===== src/rtl/muldiv_if.sv =====
// Request/response bundle between the core datapath and the iterative
// multiply/divide unit.
interface muldiv_if #(
    parameter int WIDTH = 32
);
    logic             start;
    logic [2:0]       op;
    logic [WIDTH-1:0] dataA;
    logic [WIDTH-1:0] dataB;
    logic             flush;
    logic             busy;
    logic             ready;
    logic [WIDTH-1:0] result;

    modport master (
        output start, op, dataA, dataB, flush,
        input  busy, ready, result
    );

    modport slave (
        input  start, op, dataA, dataB, flush,
        output busy, ready, result
    );
endinterface


===== src/rtl/muldiv_unit.sv =====
// Iterative RV32M multiply/divide unit: radix-2 shift-add multiply and
// restoring divide on operand magnitudes, signs applied on the final cycle.
module muldiv_unit #(
    parameter int WIDTH = 32
) (
    input  logic      clk,
    input  logic      rst,
    muldiv_if.slave   bus
);
    localparam int CW = $clog2(WIDTH) + 1;
    localparam logic [WIDTH-1:0] ZERO_W  = {WIDTH{1'b0}};
    localparam logic [WIDTH-1:0] ONES_W  = {WIDTH{1'b1}};
    localparam logic [WIDTH-1:0] MIN_W   = {1'b1, {(WIDTH-1){1'b0}}};
    localparam logic [CW-1:0]    CNT_ONE = CW'(1);
    localparam logic [CW-1:0]    CNT_MAX = CW'(WIDTH);

    typedef enum logic [1:0] {
        ST_IDLE = 2'd0,
        ST_MUL  = 2'd1,
        ST_DIV  = 2'd2,
        ST_DONE = 2'd3
    } state_t;

    state_t             state_r;
    state_t             state_nx_s;
    logic [2:0]         op_r;
    logic [WIDTH-1:0]   b_mag_r;
    logic [2*WIDTH-1:0] prod_r;
    logic [WIDTH-1:0]   rem_r;
    logic [WIDTH-1:0]   quo_r;
    logic [CW-1:0]      cnt_r;
    logic               neg_q_r;
    logic               neg_r_r;
    logic [WIDTH-1:0]   result_r;
    logic               busy_r;
    logic               ready_r;
    logic               busy_nx_s;
    logic               ready_nx_s;

    logic               a_signed_s;
    logic               b_signed_s;
    logic               a_neg_s;
    logic               b_neg_s;
    logic [WIDTH-1:0]   a_mag_s;
    logic [WIDTH-1:0]   b_mag_s;
    logic               div_zero_s;
    logic               div_ovf_s;
    logic               special_s;
    logic [WIDTH-1:0]   special_res_s;
    logic               last_iter_s;

    logic [WIDTH:0]     mul_sum_s;
    logic [2*WIDTH-1:0] prod_nx_s;
    logic [2*WIDTH-1:0] prod_fin_s;
    logic [WIDTH-1:0]   mul_res_s;
    logic [WIDTH:0]     div_shift_s;
    logic               div_ge_s;
    logic [WIDTH-1:0]   div_sub_s;
    logic [WIDTH-1:0]   rem_nx_s;
    logic [WIDTH-1:0]   quo_nx_s;
    logic [WIDTH-1:0]   quo_fin_s;
    logic [WIDTH-1:0]   rem_fin_s;
    logic [WIDTH-1:0]   div_res_s;

    assign bus.busy   = busy_r;
    assign bus.ready  = ready_r;
    assign bus.result = result_r;

    // Operand sign decode, magnitudes and accept-time special cases.
    always_comb begin
        a_signed_s = 1'b0;
        b_signed_s = 1'b0;
        case (bus.op)
            3'b001:         begin a_signed_s = 1'b1; b_signed_s = 1'b1; end
            3'b010:         begin a_signed_s = 1'b1; b_signed_s = 1'b0; end
            3'b100, 3'b110: begin a_signed_s = 1'b1; b_signed_s = 1'b1; end
            default:        begin a_signed_s = 1'b0; b_signed_s = 1'b0; end
        endcase
        a_neg_s    = a_signed_s & bus.dataA[WIDTH-1];
        b_neg_s    = b_signed_s & bus.dataB[WIDTH-1];
        a_mag_s    = a_neg_s ? (ZERO_W - bus.dataA) : bus.dataA;
        b_mag_s    = b_neg_s ? (ZERO_W - bus.dataB) : bus.dataB;
        div_zero_s = bus.op[2] & (bus.dataB == ZERO_W);
        div_ovf_s  = bus.op[2] & ~bus.op[0] & (bus.dataA == MIN_W) & (bus.dataB == ONES_W);
        special_s  = div_zero_s | div_ovf_s;
        if (div_zero_s) begin
            special_res_s = bus.op[1] ? bus.dataA : ONES_W;
        end else if (div_ovf_s) begin
            special_res_s = bus.op[1] ? ZERO_W : MIN_W;
        end else begin
            special_res_s = ZERO_W;
        end
    end

    // One shift-add / restoring-subtract step plus final sign correction.
    always_comb begin
        last_iter_s = (cnt_r == CNT_ONE);
        mul_sum_s   = {1'b0, prod_r[2*WIDTH-1:WIDTH]} +
                      (prod_r[0] ? {1'b0, b_mag_r} : {(WIDTH+1){1'b0}});
        prod_nx_s   = {mul_sum_s, prod_r[WIDTH-1:1]};
        prod_fin_s  = neg_q_r ? ({(2*WIDTH){1'b0}} - prod_nx_s) : prod_nx_s;
        mul_res_s   = (op_r[1:0] == 2'b00) ? prod_fin_s[WIDTH-1:0]
                                           : prod_fin_s[2*WIDTH-1:WIDTH];
        div_shift_s = {rem_r, quo_r[WIDTH-1]};
        div_ge_s    = (div_shift_s >= {1'b0, b_mag_r});
        // When the subtract is taken the true difference is below b, so the low word is exact.
        div_sub_s   = div_shift_s[WIDTH-1:0] - b_mag_r;
        rem_nx_s    = div_ge_s ? div_sub_s : div_shift_s[WIDTH-1:0];
        quo_nx_s    = {quo_r[WIDTH-2:0], div_ge_s};
        quo_fin_s   = neg_q_r ? (ZERO_W - quo_nx_s) : quo_nx_s;
        rem_fin_s   = neg_r_r ? (ZERO_W - rem_nx_s) : rem_nx_s;
        div_res_s   = op_r[1] ? rem_fin_s : quo_fin_s;
    end

    // FSM state register.
    always_ff @(posedge clk) begin
        if (!rst) begin
            state_r <= ST_IDLE;
        end else begin
            state_r <= state_nx_s;
        end
    end

    // FSM next-state logic; flush outranks start.
    always_comb begin
        state_nx_s = state_r;
        if (bus.flush) begin
            state_nx_s = ST_IDLE;
        end else begin
            case (state_r)
                ST_IDLE, ST_DONE: begin
                    if (bus.start) begin
                        if (special_s) begin
                            state_nx_s = ST_DONE;
                        end else begin
                            state_nx_s = bus.op[2] ? ST_DIV : ST_MUL;
                        end
                    end else begin
                        state_nx_s = state_r;
                    end
                end
                ST_MUL, ST_DIV: begin
                    if (last_iter_s) begin
                        state_nx_s = ST_DONE;
                    end else begin
                        state_nx_s = state_r;
                    end
                end
                default: state_nx_s = ST_IDLE;
            endcase
        end
    end

    // FSM output decode from the upcoming state, so the flags are registered.
    always_comb begin
        busy_nx_s  = 1'b0;
        ready_nx_s = 1'b0;
        case (state_nx_s)
            ST_MUL, ST_DIV: begin busy_nx_s = 1'b1; ready_nx_s = 1'b0; end
            ST_DONE:        begin busy_nx_s = 1'b0; ready_nx_s = 1'b1; end
            default:        begin busy_nx_s = 1'b0; ready_nx_s = 1'b0; end
        endcase
    end

    // Registered handshake flags.
    always_ff @(posedge clk) begin
        if (!rst) begin
            busy_r  <= 1'b0;
            ready_r <= 1'b0;
        end else begin
            busy_r  <= busy_nx_s;
            ready_r <= ready_nx_s;
        end
    end

    // Datapath: operand capture, iteration, result write-back.
    always_ff @(posedge clk) begin
        if (!rst) begin
            op_r     <= 3'b000;
            b_mag_r  <= ZERO_W;
            prod_r   <= {(2*WIDTH){1'b0}};
            rem_r    <= ZERO_W;
            quo_r    <= ZERO_W;
            cnt_r    <= {CW{1'b0}};
            neg_q_r  <= 1'b0;
            neg_r_r  <= 1'b0;
            result_r <= ZERO_W;
        end else if (!bus.flush) begin
            case (state_r)
                ST_IDLE, ST_DONE: begin
                    if (bus.start) begin
                        op_r    <= bus.op;
                        b_mag_r <= b_mag_s;
                        prod_r  <= {ZERO_W, a_mag_s};
                        rem_r   <= ZERO_W;
                        quo_r   <= a_mag_s;
                        cnt_r   <= CNT_MAX;
                        neg_q_r <= a_neg_s ^ b_neg_s;
                        neg_r_r <= a_neg_s;
                        if (special_s) begin
                            result_r <= special_res_s;
                        end
                    end
                end
                ST_MUL: begin
                    prod_r <= prod_nx_s;
                    cnt_r  <= cnt_r - CNT_ONE;
                    if (last_iter_s) begin
                        result_r <= mul_res_s;
                    end
                end
                ST_DIV: begin
                    rem_r <= rem_nx_s;
                    quo_r <= quo_nx_s;
                    cnt_r <= cnt_r - CNT_ONE;
                    if (last_iter_s) begin
                        result_r <= div_res_s;
                    end
                end
                default: begin
                    cnt_r <= {CW{1'b0}};
                end
            endcase
        end
    end
endmodule


===== src/flat_wrapper.sv =====
// flat-port wrapper written by rule: the top's interface ports become plain ports
module muldiv_unit_flat 
#(
    parameter int WIDTH = 32
)
  (clk, rst, bus_start, bus_op, bus_dataA, bus_dataB, bus_flush, bus_busy, bus_ready, bus_result);
  muldiv_if #(.WIDTH(WIDTH)) bus_i ();
  input  logic clk;
  input  logic rst;
  input wire logic [$bits(bus_i.start)-1:0] bus_start;
  input wire logic [$bits(bus_i.op)-1:0] bus_op;
  input wire logic [$bits(bus_i.dataA)-1:0] bus_dataA;
  input wire logic [$bits(bus_i.dataB)-1:0] bus_dataB;
  input wire logic [$bits(bus_i.flush)-1:0] bus_flush;
  output wire logic [$bits(bus_i.busy)-1:0] bus_busy;
  output wire logic [$bits(bus_i.ready)-1:0] bus_ready;
  output wire logic [$bits(bus_i.result)-1:0] bus_result;
  assign bus_i.start = bus_start;
  assign bus_i.op = bus_op;
  assign bus_i.dataA = bus_dataA;
  assign bus_i.dataB = bus_dataB;
  assign bus_i.flush = bus_flush;
  assign bus_busy = bus_i.busy;
  assign bus_ready = bus_i.ready;
  assign bus_result = bus_i.result;
  muldiv_unit #(.WIDTH(WIDTH)) u_core (.clk(clk), .rst(rst), .bus(bus_i));
endmodule

===== config.mk =====
export PLATFORM = sky130hd
export DESIGN_NAME = muldiv_unit_flat
export DESIGN_NICKNAME = d
export VERILOG_FILES = /design/src/rtl/muldiv_if.sv /design/src/rtl/muldiv_unit.sv /design/src/flat_wrapper.sv
export SDC_FILE = /design/constraint.sdc
export NUM_CORES = 1
export LEC_CHECK = 0
export CAP_MARGIN = 15
export CORE_MARGIN = 5
export CORE_UTILIZATION = 45
export CTS_CLUSTER_DIAMETER = 150
export CTS_CLUSTER_SIZE = 12
export DETAILED_ROUTE_END_ITERATION = 12
export PLACE_DENSITY_LB_ADDON = 0.1
export SLEW_MARGIN = 20
export SYNTH_ARGS = -nofsm -noshare
export SYNTH_HDL_FRONTEND = slang
export SYNTH_SLANG_ARGS = --single-unit

===== constraint.sdc =====
create_clock -name clk -period 10.65 [get_ports clk]
set_input_delay 2.13 -clock clk [delete_from_list [all_inputs] [get_ports clk]]
set_output_delay 2.13 -clock clk [all_outputs]
set_load 0.01 [all_outputs]

==> metrics.txt, run 1 <==
run status finished clean; Die Area 0.0437 mm2; syn_area_per_cell 7.07 um2; #FFs+latches synth 206; worst hold path type reg2reg; CTS tree built; Tcrit/Tclk final 0.633; grt ovf 0; IO buf count 104; maximum clock insertion buffer count 3; P&R area growth vs syn 10.8%; Initial Util 0.458; EDFF count, synth 0; Setup Crit Path Kind reg2reg; vias per cell 6.48; RSZ-0062 raised after global routing no; Post-CTS Hold Buffers 0; number of global-route vias before repair 18.1k; final slew viol count 0; GRT Util Overall 0.323; layout cells sized above 1 0.0425; adder-cell share of the synthesized area 0.0549; number of max-cap violations 0; share of the synthesized area in the top cell type 0.231; Tmin final 6.74 ns; worst slack, placed 3.79 ns; routing usage on met2 0.527; clock skew 0.0229 ns; endpoints failing hold 0; via count 19.7k; die width 209 um; PD cells 119 mW/mm2; total CTS buffers 21; root buffer cell clkbuf_16; Reg clk slew, reported paths 0.07 ns; mux contribution to synthesized area 0.0166; diode count 0; GR Util met3 0.0478; Worst Tran Pin Value 0.960 ns; leakage power 0.00720 uW; H-Tree Depth 1; Setup Buffers After CTS 0; Critical Path RT 11.08 ns; synthesized area 0.0178 mm2; Post-Synthesis Cells 2519; Residual DRC 0; initial antenna violation count 2; num ports 105; Yosys cell types 84; routed wire length 74.7 mm; worst skew pair latency 0.54 ns; final net count 2667; Placement Rows 72; top cells by area, synth dfxtp_1 (23%), nand2_1 (6.2%), nor2_1 (5.6%); Post-Synth XOR/XNOR Area 0.105; busiest grt layer met2; Worst VDD drop 0.0000957 V; DR WL/cell 24.6 um; worst setup margin 3.91 ns; Yosys Warn Count 0; Slew headroom 0.354; Critical Path AT 7.17 ns; first-pass GRT wire length 112 mm; gpl congestion 0.972; FMAX 148 MHz; Main synth FF type dfxtp_1; Seq/Total Area, Yosys 0.231; Setup TNS 0 ns; FFs w/ async S/R, synth 0; core area 0.0389 mm2; largest net degree at the start of global routing 77; HPWL Detailed 56.5 mm; Synth Area in Simple Gates 0.253; Setup-failing EPs final 0; DRT iter0 DRCs 2172; GR Util met1 0.438; CP Launch Type flop; post-CTS sizing 0; worst-path maximum fanout 14; die extent in y 209 um; post-route ant nets 0; DR pass1 iterations 8; clock sinks 206; main combinational cell family by area after synthesis compound AO/OA/AOI/OAI gates; post-synthesis compound-gate area fraction 0.288; Net Count, Synth 2667; CP Capture Type flop; Yosys top cell by area dfxtp_1; R2R Setup Slk 3.91 ns
==> metrics by stage <==
stage	hold WS (ns)	std cells	instance area, um2	utilization	power (uW)
floorplan	0.436	2519	17800	-	1370
global placement	0.443	3014	19200	0.493	1640
detailed placement	0.451	3014	19200	0.493	1650
CTS	0.458	3036	19700	0.507	2330
global route	0.485	3036	19700	0.507	2440
finish	0.464	3036	19700	0.507	2350
==> where the power goes <==
group / total [uW] / switching [uW] / internal, uW
clock: 690 / 341 / 350
combinational: 788 / 524 / 264
sequential: 870 / 58.4 / 812
total: 2350 / 923 / 1430
==> cell usage after synthesis (all sizes together) (8+ instances only) <==
cell,number
nand2,293
nor2,266
dfxtp,206
a21oi,187
o21ai,186
clkbuf,146
xnor2,110
xor2,104
nand3,99
a31oi,87
inv,79
ha,75
a211oi,63
nor3,57
and2,51
o211ai,45
a22oi,44
o31ai,42
nor4,30
or3,26
mux2i,24
a21o,22
nand4,21
or4,21
or2,18
nand2b,16
and3,14
o41ai,13
a311oi,12
buf,12
o21a,12
a211o,8
nand3b,8
==> per-layer routing <==
layer,up-vias,share of wire
met1,9365,0.42
met5,-,0.00017
met3,165,0.086
met2,961,0.45
met4,2,0.043
li1,9169,-
==> registers in the layout, summed over array words and instances, names as in the netlist, 2 cells and up <==
register	cells
u_core.b_mag_r	32
u_core.bus.result	32
u_core.cnt_r	6
u_core.op_r	2
u_core.prod_r	64
u_core.quo_r	32
u_core.rem_r	32
u_core.state_r	2
==> critical path, stage by stage, from the launching register on <==
cell,delay [ns]
dfxtp_1,0.38
inv_1,0.10
ha_1,0.37
a21oi_1,0.38
o21ai_0,0.26
a21o_1,0.24
o21ai_1,0.44
or3_1,0.62
nand2_1,0.48
o21ai_0,0.44
ha_1,0.29
nor4b_1,0.57
nand2_1,0.10
nor3_1,0.22
o211ai_1,0.19
nor4_1,0.71
nand4_1,0.23
a211oi_1,0.28
o31ai_1,0.12
a22o_1,0.21
==> cell type report <==
cell class / instances / area, um2
Multi-Input combinational cell: 2075 / 12800
Sequential cell: 206 / 4130
Clock buffer: 21 / 526
Fill cell: 3991 / 19200
Inverter: 80 / 305
Timing Repair Buffer: 135 / 1270
Clock inverter: 1 / 11.3
Tap cell: 518 / 648
==> cell families after synthesis <==
| group | after synthesis |
|---|---|
| buffers and inverters | 238 |
| AOI/OAI and AO/OA | 801 |
| adders and majority gates | 77 |
| and+or+nand+nor | 954 |
| xor gates and xnor gates | 214 |
| muxes | 29 |
| DFF | 206 |
==> cell usage in the layout (no fill, tap or decap), types with 78 or more instances in the layout <==
| cell | synthesis | routed |
|---|---|---|
| o21ai_0 | 185 | 185 |
| clkdlybuf4s50_1 | 0 | 104 |
| xor2_1 | 104 | 104 |
| nand2_1 | 293 | 292 |
| inv_1 | 78 | 78 |
| a21oi_1 | 187 | 186 |
| a31oi_1 | 87 | 87 |
| dfxtp_1 | 206 | 205 |
| nor2_1 | 266 | 262 |
| nand3_1 | 99 | 99 |
| xnor2_1 | 110 | 110 |
==> worst paths after layout <==
| kind | from | endpoint | depth (start not counted) |
|---|---|---|---|
| worst max-delay path | u_core.b_mag_r[6] | u_core.bus.result[30] | 19 |
| worst min-delay path | u_core.bus.result[7] | u_core.bus.result[7] | 2 |
| worst max register to register | u_core.b_mag_r[6] | u_core.bus.result[30] | 19 |
| worst min register to register | u_core.bus.result[7] | u_core.bus.result[7] | 2 |
Note: power is estimated with default switching activity, not from simulation.
==> run 2, diff against run 1 <==
==> constraint.sdc (replaced) <==
create_clock -name clk -period 6.9 [get_ports clk]
set_input_delay 1.38 -clock clk [delete_from_list [all_inputs] [get_ports clk]]
set_output_delay 1.38 -clock clk [all_outputs]
set_load 0.01 [all_outputs]
==> run 2 against run 1 <==
Compared with the run above: via count is 0.66% higher; cell area barely moved; wire length rose by 1.3%.
==> metrics.txt, run 2 (synthesis gave the netlist of run 1 again) <==
CP Launch Type flop; post-route design area 0.0197 mm2; diode count 0; gpl congestion 0.982; GRT Util Overall 0.327; DR WL/cell 24.9 um; grt ovf 0; DR pass1 iterations 5; Placement Rows 72; placed cells 3015; Tmin final 6.09 ns; R2R Path End u_core.bus.result[22]; run status finished clean; final slew viol count 0; worst-path maximum fanout 14; Worst Setup SP u_core.b_mag_r[6]; endpoints failing hold 0; DP Area 0.0192 mm2; hold wc startpoint u_core.bus.result[6]; FMAX 164 MHz; RSZ-0062 raised after global routing no; Worst Tran Pin Value 1.06 ns; PD cells 184 mW/mm2; largest net degree at the start of global routing 121; total CTS buffers 21; maximum clock insertion buffer count 3; R2R Setup Slk 0.81 ns; post-route ant nets 0; Die Area 0.0437 mm2; leakage power 0.00721 uW; root buffer cell clkbuf_16; Setup-failing EPs final 0; fill count 4037; P&R area growth vs syn 10.8%; worst skew pair latency 0.54 ns; number of flip-flops in the largest register 64; Setup TNS 0 ns; initial antenna violation count 1; kind of cell adding the most delay to the critical path compound AO/OA/AOI/OAI gates; Final Util 0.507; origin of the critical flop-to-flop path u_core.b_mag_r[6]; Reg clk slew, reported paths 0.07 ns; CTS tree built; Critical Path AT 6.53 ns; Setup Crit Path Kind reg2reg; reg2reg path depth 20; CP Buf/Inv Count 2; clock sinks 206; clock skew 0.0369 ns; die width 209 um; Setup Buffers After CTS 0; core area 0.0389 mm2; first-pass GRT wire length 113 mm; most frequent cells in the layout nand2_1 (292), nor2_1 (262), dfxtp_1 (205); die extent in y 209 um; Initial Util 0.458; max incr delay on CP 0.73 ns; CP Capture Type flop; DRT iter0 DRCs 2016; layout cells sized above 1 0.0421; non-filler cells, final 3037; final net count 2668; Slew headroom 0.291; HPWL Detailed 57.0 mm; most common cell after layout, fill and taps aside nand2_1; via count 19.8k; number of global-route vias before repair 18.4k; routed wire length 75.7 mm; slowest cell on the critical path nor4_1; post-CTS sizing 0; H-Tree Depth 1; Worst Hold End u_core.bus.result[6]; number of max-cap violations 0; Worst VDD drop 0.000198 V; IO buf count 104; num ports 105; CP cell instances inv_1, ha_1, a21oi_1, o21ai_0, a21o_1, o21ai_1, or3_1, buf_4, nand2_1, o21ai_0, ha_1, nor4b_1, nand2_1, nor3_1, o211ai_1, nor4_1, a21oi_1, xor2_1, o221ai_1, and3_1; Tcrit/Tclk final 0.883; Post-CTS Hold Buffers 0; Critical Path RT 7.34 ns; Residual DRC 0; worst hold path stage count 2; Largest Register u_core.prod_r; vias per cell 6.52; worst hold path type reg2reg
## run 2: routing by layer
metal	wire (um)	part of all wire	global-route usage
met4	3270	0.043	0.118
met3	7140	0.094	0.0565
met5	0	0	0
met2	33400	0.44	0.517
met1	31900	0.42	0.450
## run 2: report_power, final
| part | switching, uW | leakage [uW] | internal (uW) |
|---|---|---|---|
| logic | 805 | 0.00527 | 407 |
| registers | 97.6 | 0.00168 | 1250 |
| clock network | 528 | 0.000265 | 540 |
## run 2: worst max-delay path by stage
stage                                  to  slack [ns]  cells past startpoint
floorplan           u_core.bus.result[30]        1.57                     23
global placement    u_core.bus.result[29]        1.11                     14
detailed placement  u_core.bus.result[22]        1.08                     20
CTS                 u_core.bus.result[22]        1.03                     20
global route        u_core.bus.result[30]        0.39                     20
finish              u_core.bus.result[22]        0.81                     20
## run 2: layout make-up
| class | instances | area, um2 | share of cell area |
|---|---|---|---|
| clock buffer | 21 | 526 | 0.0266 |
| clock inverter | 1 | 11.3 | 0.000570 |
| inverter | 80 | 305 | 0.0155 |
| multi-input combinational | 2075 | 12800 | 0.650 |
| sequential | 206 | 4130 | 0.209 |
| tap | 518 | 648 | 0.0328 |
| timing repair buffer | 136 | 1290 | 0.0655 |
## run 2: tightest hold or removal path: cells and delay by family (launching register included)
kind / cells / cell delay (ns)
AO/OA/AOI/OAI: 1 / 0.05
flip-flops: 1 / 0.31
AND/OR/NAND/NOR: 1 / 0.05
## run 2: per-stage QoR
step	hold WS [ns]	setup WS [ns]	power [uW]
after floorplan	0.436	1.57	2110
after global placement	0.444	1.11	2540
after detailed placement	0.451	1.08	2550
after CTS	0.460	1.03	3600
after global routing	0.473	0.394	3770
final	0.455	0.810	3630
==> edit 1, RTL diff (flow settings as in run 2) <==
Re-encode `state_t` (4 states) as one-hot, 4 bits wide.
--- a/src/rtl/muldiv_unit.sv
+++ b/src/rtl/muldiv_unit.sv
@@ -14,11 +14,11 @@
     localparam logic [CW-1:0]    CNT_ONE = CW'(1);
     localparam logic [CW-1:0]    CNT_MAX = CW'(WIDTH);
 
-    typedef enum logic [1:0] {
-        ST_IDLE = 2'd0,
-        ST_MUL  = 2'd1,
-        ST_DIV  = 2'd2,
-        ST_DONE = 2'd3
+    typedef enum logic [3:0] {
+        ST_IDLE = 4'b0001,
+        ST_MUL  = 4'b0010,
+        ST_DIV  = 4'b0100,
+        ST_DONE = 4'b1000
     } state_t;
 
     state_t             state_r;
Behaviour: no difference found for any inputs over 4 cycles, from zero or initial values and one cycle with rst low; so few cycles prove little.
==> edit 1 against run 2 <==
Global-route usage is 1.7 points lower; power shrank 2.6%; synthesized cell count rose by 4.6%; synthesized area up 5.1%; routed wire length fell by 0.36%; sequential cell count grew 2; design area rose by 4.3%; setup slack improved by 350 ps; largest power group unchanged.
==> edit 1: results (changes against run 2) <==
| Metric | Value |
|---|---|
| Met1 wire length | `33100 um (+3.7%)` |
| WL/cell | `23.9 um (-4.0%)` |
| Clock skew | `19.4 ps (-17.5 ps)` |
| First-pass GRT wire length | `114000 um (+0.93%)` |
| Met2 WL | `34400 um (+3.1%)` |
| Status | `completed` |
| Signal buf overhead | `6.18% (-0.37 points)` |
| Multi-input logic cell count | `2179 (+5.0%)` |
| Fillers | `4165 (+3.2%)` |
| Antenna violations before repair | `0 (-1)` |
| Max-slew headroom | `19.7% (-9.4 points)` |
| Seq area share | `20.2% (-0.68 points)` |
| Worst R2R End | `u_core.bus.result[26]` |
| Initial DRC count | `2083 (+3.3%)` |
| Setup crit start | `u_core.b_mag_r[28]` |
| Reg2Reg Depth | `17 (-15%)` |
| CP max FO | `7 (-7)` |
| Grt met2 use | `51.4% (-0.31 points)` |
| GP Congestion | `0.982 (about the same)` |
| Number of clock buffers in the layout | `22 (+4.8%)` |
| Largest net degree at the start of global routing | `124 (+2.5%)` |
| Met1 Usage GRT | `42.6% (-2.4 points)` |
| Synth area leaders | `dfxtp_1 22%, nor2_1 7.6%, a21oi_1 6.1%, xnor2_1 5.4%, a211oi_1 5.2%` |
| Leakage | `7.66 nW (+6.3%)` |
| Worst path top cell family by delay | `simple AND/OR/NAND/NOR gates` |
| Final non-filler cell total | `3151 (+3.8%)` |
| Synth top cells by count | `380 x nor2_1, 230 x a21oi_1, 208 x dfxtp_1` |
| Critical Path Max Stage Delay | `580 ps (-150 ps)` |
| Slowest CP cell | `or4_4` |
| Router iterations before antenna repair | `6 (+1)` |
| Post-synthesis sequential area ratio | `22.2% (-0.92 points)` |
| Distinct cell type count after synthesis | `97 (+15%)` |
| Detailed Place HPWL | `57800 um (+1.3%)` |
| Vias in the first global route | `18543 (+0.57%)` |
| Non-Clock Buffer Count | `135 (-0.74%)` |
| Multi-input logic area | `13700 um2 (+6.6%)` |
| Total Routing Usage GR | `31.0% (-1.7 points)` |
| Met3 WL post-DR | `5810 um (-19%)` |
| Worst path arrival time | `6150 ps (-380 ps)` |
| P_sw | `0.00134 W (-6.4%)` |
| Setup WS pre-CTS | `1180 ps (+107 ps)` |
| Hold path start | `u_core.prod_r[62]` |
| Non-clk invs | `74 (-7.5%)` |
| Global routing met3 resource utilization | `4.93% (-0.73 points)` |
-- edit 1: per-stage QoR --
step,instance area (um2),hold slack (ps)
after floorplan,18700,440
after global placement,20100,459
after detailed placement,20100,465
after CTS,20600,476
after global routing,20600,495
final,20600,475
-- edit 1: cells by family (layout without fill, tap and decap cells) --
group           Yosys count  after routing  synth area share (%)
simple gates            977            977                  25.1
compound gates          894            894                  31.4
buf+inv                 247            232                  5.07
flops                   208            208                  22.2
xor+xnor                206            206                  9.63
fa+ha+maj                74             74                  5.02
mux                      28             28                  1.53
-- edit 1: how the worst max path moves through the flow --
stage	endpoint	slack, ps	depth (start not counted)
after floorplan	u_core.bus.result[26]	1480	21
after global placement	u_core.bus.result[17]	1290	12
after detailed placement	u_core.bus.result[17]	1180	12
after CTS	u_core.bus.result[26]	1260	17
after global routing	u_core.bus.result[26]	750	17
final	u_core.bus.result[26]	1160	17
==> edit 2, RTL diff (settings of run 2) <==
Made on the original files. `WIDTH` is set to 32 in 3 places; all go to 16.
--- a/src/rtl/muldiv_if.sv
+++ b/src/rtl/muldiv_if.sv
@@ -1,7 +1,7 @@
 // Request/response bundle between the core datapath and the iterative
 // multiply/divide unit.
 interface muldiv_if #(
-    parameter int WIDTH = 32
+    parameter int WIDTH = 16
 );
     logic             start;
     logic [2:0]       op;
--- a/src/rtl/muldiv_unit.sv
+++ b/src/rtl/muldiv_unit.sv
@@ -1,7 +1,7 @@
 // Iterative RV32M multiply/divide unit: radix-2 shift-add multiply and
 // restoring divide on operand magnitudes, signs applied on the final cycle.
 module muldiv_unit #(
-    parameter int WIDTH = 32
+    parameter int WIDTH = 16
 ) (
     input  logic      clk,
     input  logic      rst,
--- a/src/flat_wrapper.sv
+++ b/src/flat_wrapper.sv
@@ -1,7 +1,7 @@
 // flat-port wrapper written by rule: the top's interface ports become plain ports
 module muldiv_unit_flat 
 #(
-    parameter int WIDTH = 32
+    parameter int WIDTH = 16
 )
   (clk, rst, bus_start, bus_op, bus_dataA, bus_dataB, bus_flush, bus_busy, bus_ready, bus_result);
   muldiv_if #(.WIDTH(WIDTH)) bus_i ();
Ports: changed (resized bus_dataA, bus_dataB and bus_result); port bits go from 105 to 57. The function was not compared with the original's and may differ.
==> edit 2 against run 2 <==
Hold slack better by 8.1 ps; critical endpoint is now u_core.bus.result[8]; sequential cell count fell by 97; non-clock buffer count fell by 59; setup slack improved by 730 ps; power shrank 47%; routed wire length is 60% lower; synthesized area shrank 49%; design area fell by 49%.
==> edit 2: results (changes against run 2) <==
| Metric | Value |
|---|---|
| IO buf count | `56 (-46%)` |
| Most frequent cell after synthesis | `nor2_1` |
| Peak supply drop | `0.138 mV (-30%)` |
| Largest net degree at the start of global routing | `62 (-49%)` |
| Distinct cell type count after synthesis | `84 (unchanged)` |
| Biggest register | `u_core.prod_r` |
| GP Congestion | `0.945 (-3.8%)` |
| Synth top cells by count | `134 x nor2_1, 129 x nand2_1, 109 x dfxtp_1` |
| CTS buffer count | `9 (-57%)` |
| Max FFs per register | `32 (-50%)` |
| Post-synthesis sequential area ratio | `23.9% (+0.74 points)` |
| CTS max path bufs | `2 (-1)` |
| CTS clk-pin slew, worst paths | `80 ps` |
| Detailed Place HPWL | `23200 um (-59%)` |
| Async SR Flop Fraction | `0% (unchanged)` |
| Setup bufs post-CTS | `0 (unchanged)` |
| Synth area leaders | `dfxtp_1 24%, ha_1 5.9%, nor2_1 5.5%, nand2_1 5.3%, xnor2_1 4.8%` |
| Router iterations before antenna repair | `6 (+1)` |
| Hold Crit Class | `register to register` |
| Leakage | `3.67 nW (-49%)` |
| CTS H-tree lvls | `3 (+2)` |
| Post-route DRC | `0 (unchanged)` |
| Worst path arrival time | `5580 ps (-950 ps)` |
| Yosys warns | `0 (unchanged)` |
| Post-synth net total | `1320 (-51%)` |
| Initial DRC count | `842 (-58%)` |
| Share of cells above drive strength 1 | `5.64% (+1.4 points)` |
| Setup WS pre-CTS | `1670 ps (+594 ps)` |
| Clock skew | `15.2 ps (-21.7 ps)` |
| Vias in the first global route | `8601 (-53%)` |
| Worst-Margin Slew | `887 ps (-171 ps)` |
| Status | `completed` |
| CP max FO | `22 (+8)` |
| Vias | `9368 (-53%)` |
| Inserted Diodes | `0 (unchanged)` |
| First-pass GRT wire length | `48100 um (-58%)` |
| Antenna violations before repair | `0 (-1)` |
| Total Routing Usage GR | `25.2% (-7.5 points)` |
| WL/cell | `19.9 um (-20%)` |
| Clock insertion delay at the later pin of the skew report | `380 ps (-160 ps)` |
## edit 2: cell count changes in the layout (fill, tap and decap cells not counted), sizes merged, moves of 48 or more
cell,before,now
dfxtp,206,109
clkdlybuf4s50,104,56
nand2,293,129
o21ai,186,68
xnor2,110,50
nor2,266,134
xor2,104,36
a21oi,187,72
## edit 2: logic make-up after synthesis
group                      count (synthesis)  synth area share [%]
AOI/OAI and AO/OA                        368                  27.6
xor gates and xnor gates                  86                  8.25
adders and majority gates                 45                  6.33
buffers and inverters                    123                  5.89
DFF                                      109                  23.9
muxes                                     17                  2.07
and+or+nand+nor                          488                  26.0
## edit 2: path summary, 6_finish.rpt
kind         cells past startpoint                   end  slack (ps)              start
max                             19  u_core.bus.result[8]        1540  u_core.b_mag_r[5]
max reg2reg                     19  u_core.bus.result[8]        1540  u_core.b_mag_r[5]
min                              2      u_core.rem_r[15]         460   u_core.rem_r[15]
min reg2reg                      2      u_core.rem_r[15]         460   u_core.rem_r[15]
## edit 2: worst max-delay path: stages (launching register included)
cell       delay, ps
dfxtp_1          390
inv_1             70
ha_1             480
nand3_1          110
and2_1           180
o21ai_0          320
o21ai_1          310
nand2_1          250
buf_4            280
inv_1             60
buf_4            210
o21ai_0          370
ha_1             250
inv_1             80
a2111oi_0        370
mux2i_1          240
a21oi_1          200
nor3_1            70
a2111oi_0        740
o22ai_1          210
## edit 2: routing by layer
metal / GRT usage (%) / wire (um)
met2: 40.6 / 13900
met5: 0 / 0
met4: 5.94 / 426
met3: 3.01 / 1880
met1: 36.2 / 14300
## edit 2: layout make-up
cell class              count  area [um2]
clock buffers               9         225
repair buffers             77         718
well taps                 270         338
fillers                  2027        9950
multi-input cells        1004        6420
flip-flops and latches    109        2180
clock inverters             7        75.1
inverters                  52         195
## edit 2: report_power, final
part | total, W | switching, W | internal [W]
logic | 0.000663 | 0.000413 | 0.000250
clock network | 0.000552 | 0.000269 | 0.000284
registers | 0.000706 | 0.0000460 | 0.000660
total | 0.00192 | 0.000728 | 0.00119
## edit 2: metrics by stage
step / area (um2) / power [W] / hold WS (ps) / util, % / instances
after floorplan: 9130 / 0.00117 / 432 / - / 1236
after global placement: 9850 / 0.00137 / 445 / 49.0 / 1512
after detailed placement: 9850 / 0.00137 / 448 / 49.0 / 1512
after CTS: 10100 / 0.00192 / 459 / 50.5 / 1528
after global routing: 10100 / 0.00202 / 485 / 50.5 / 1528
final: 10100 / 0.00192 / 463 / 50.5 / 1528
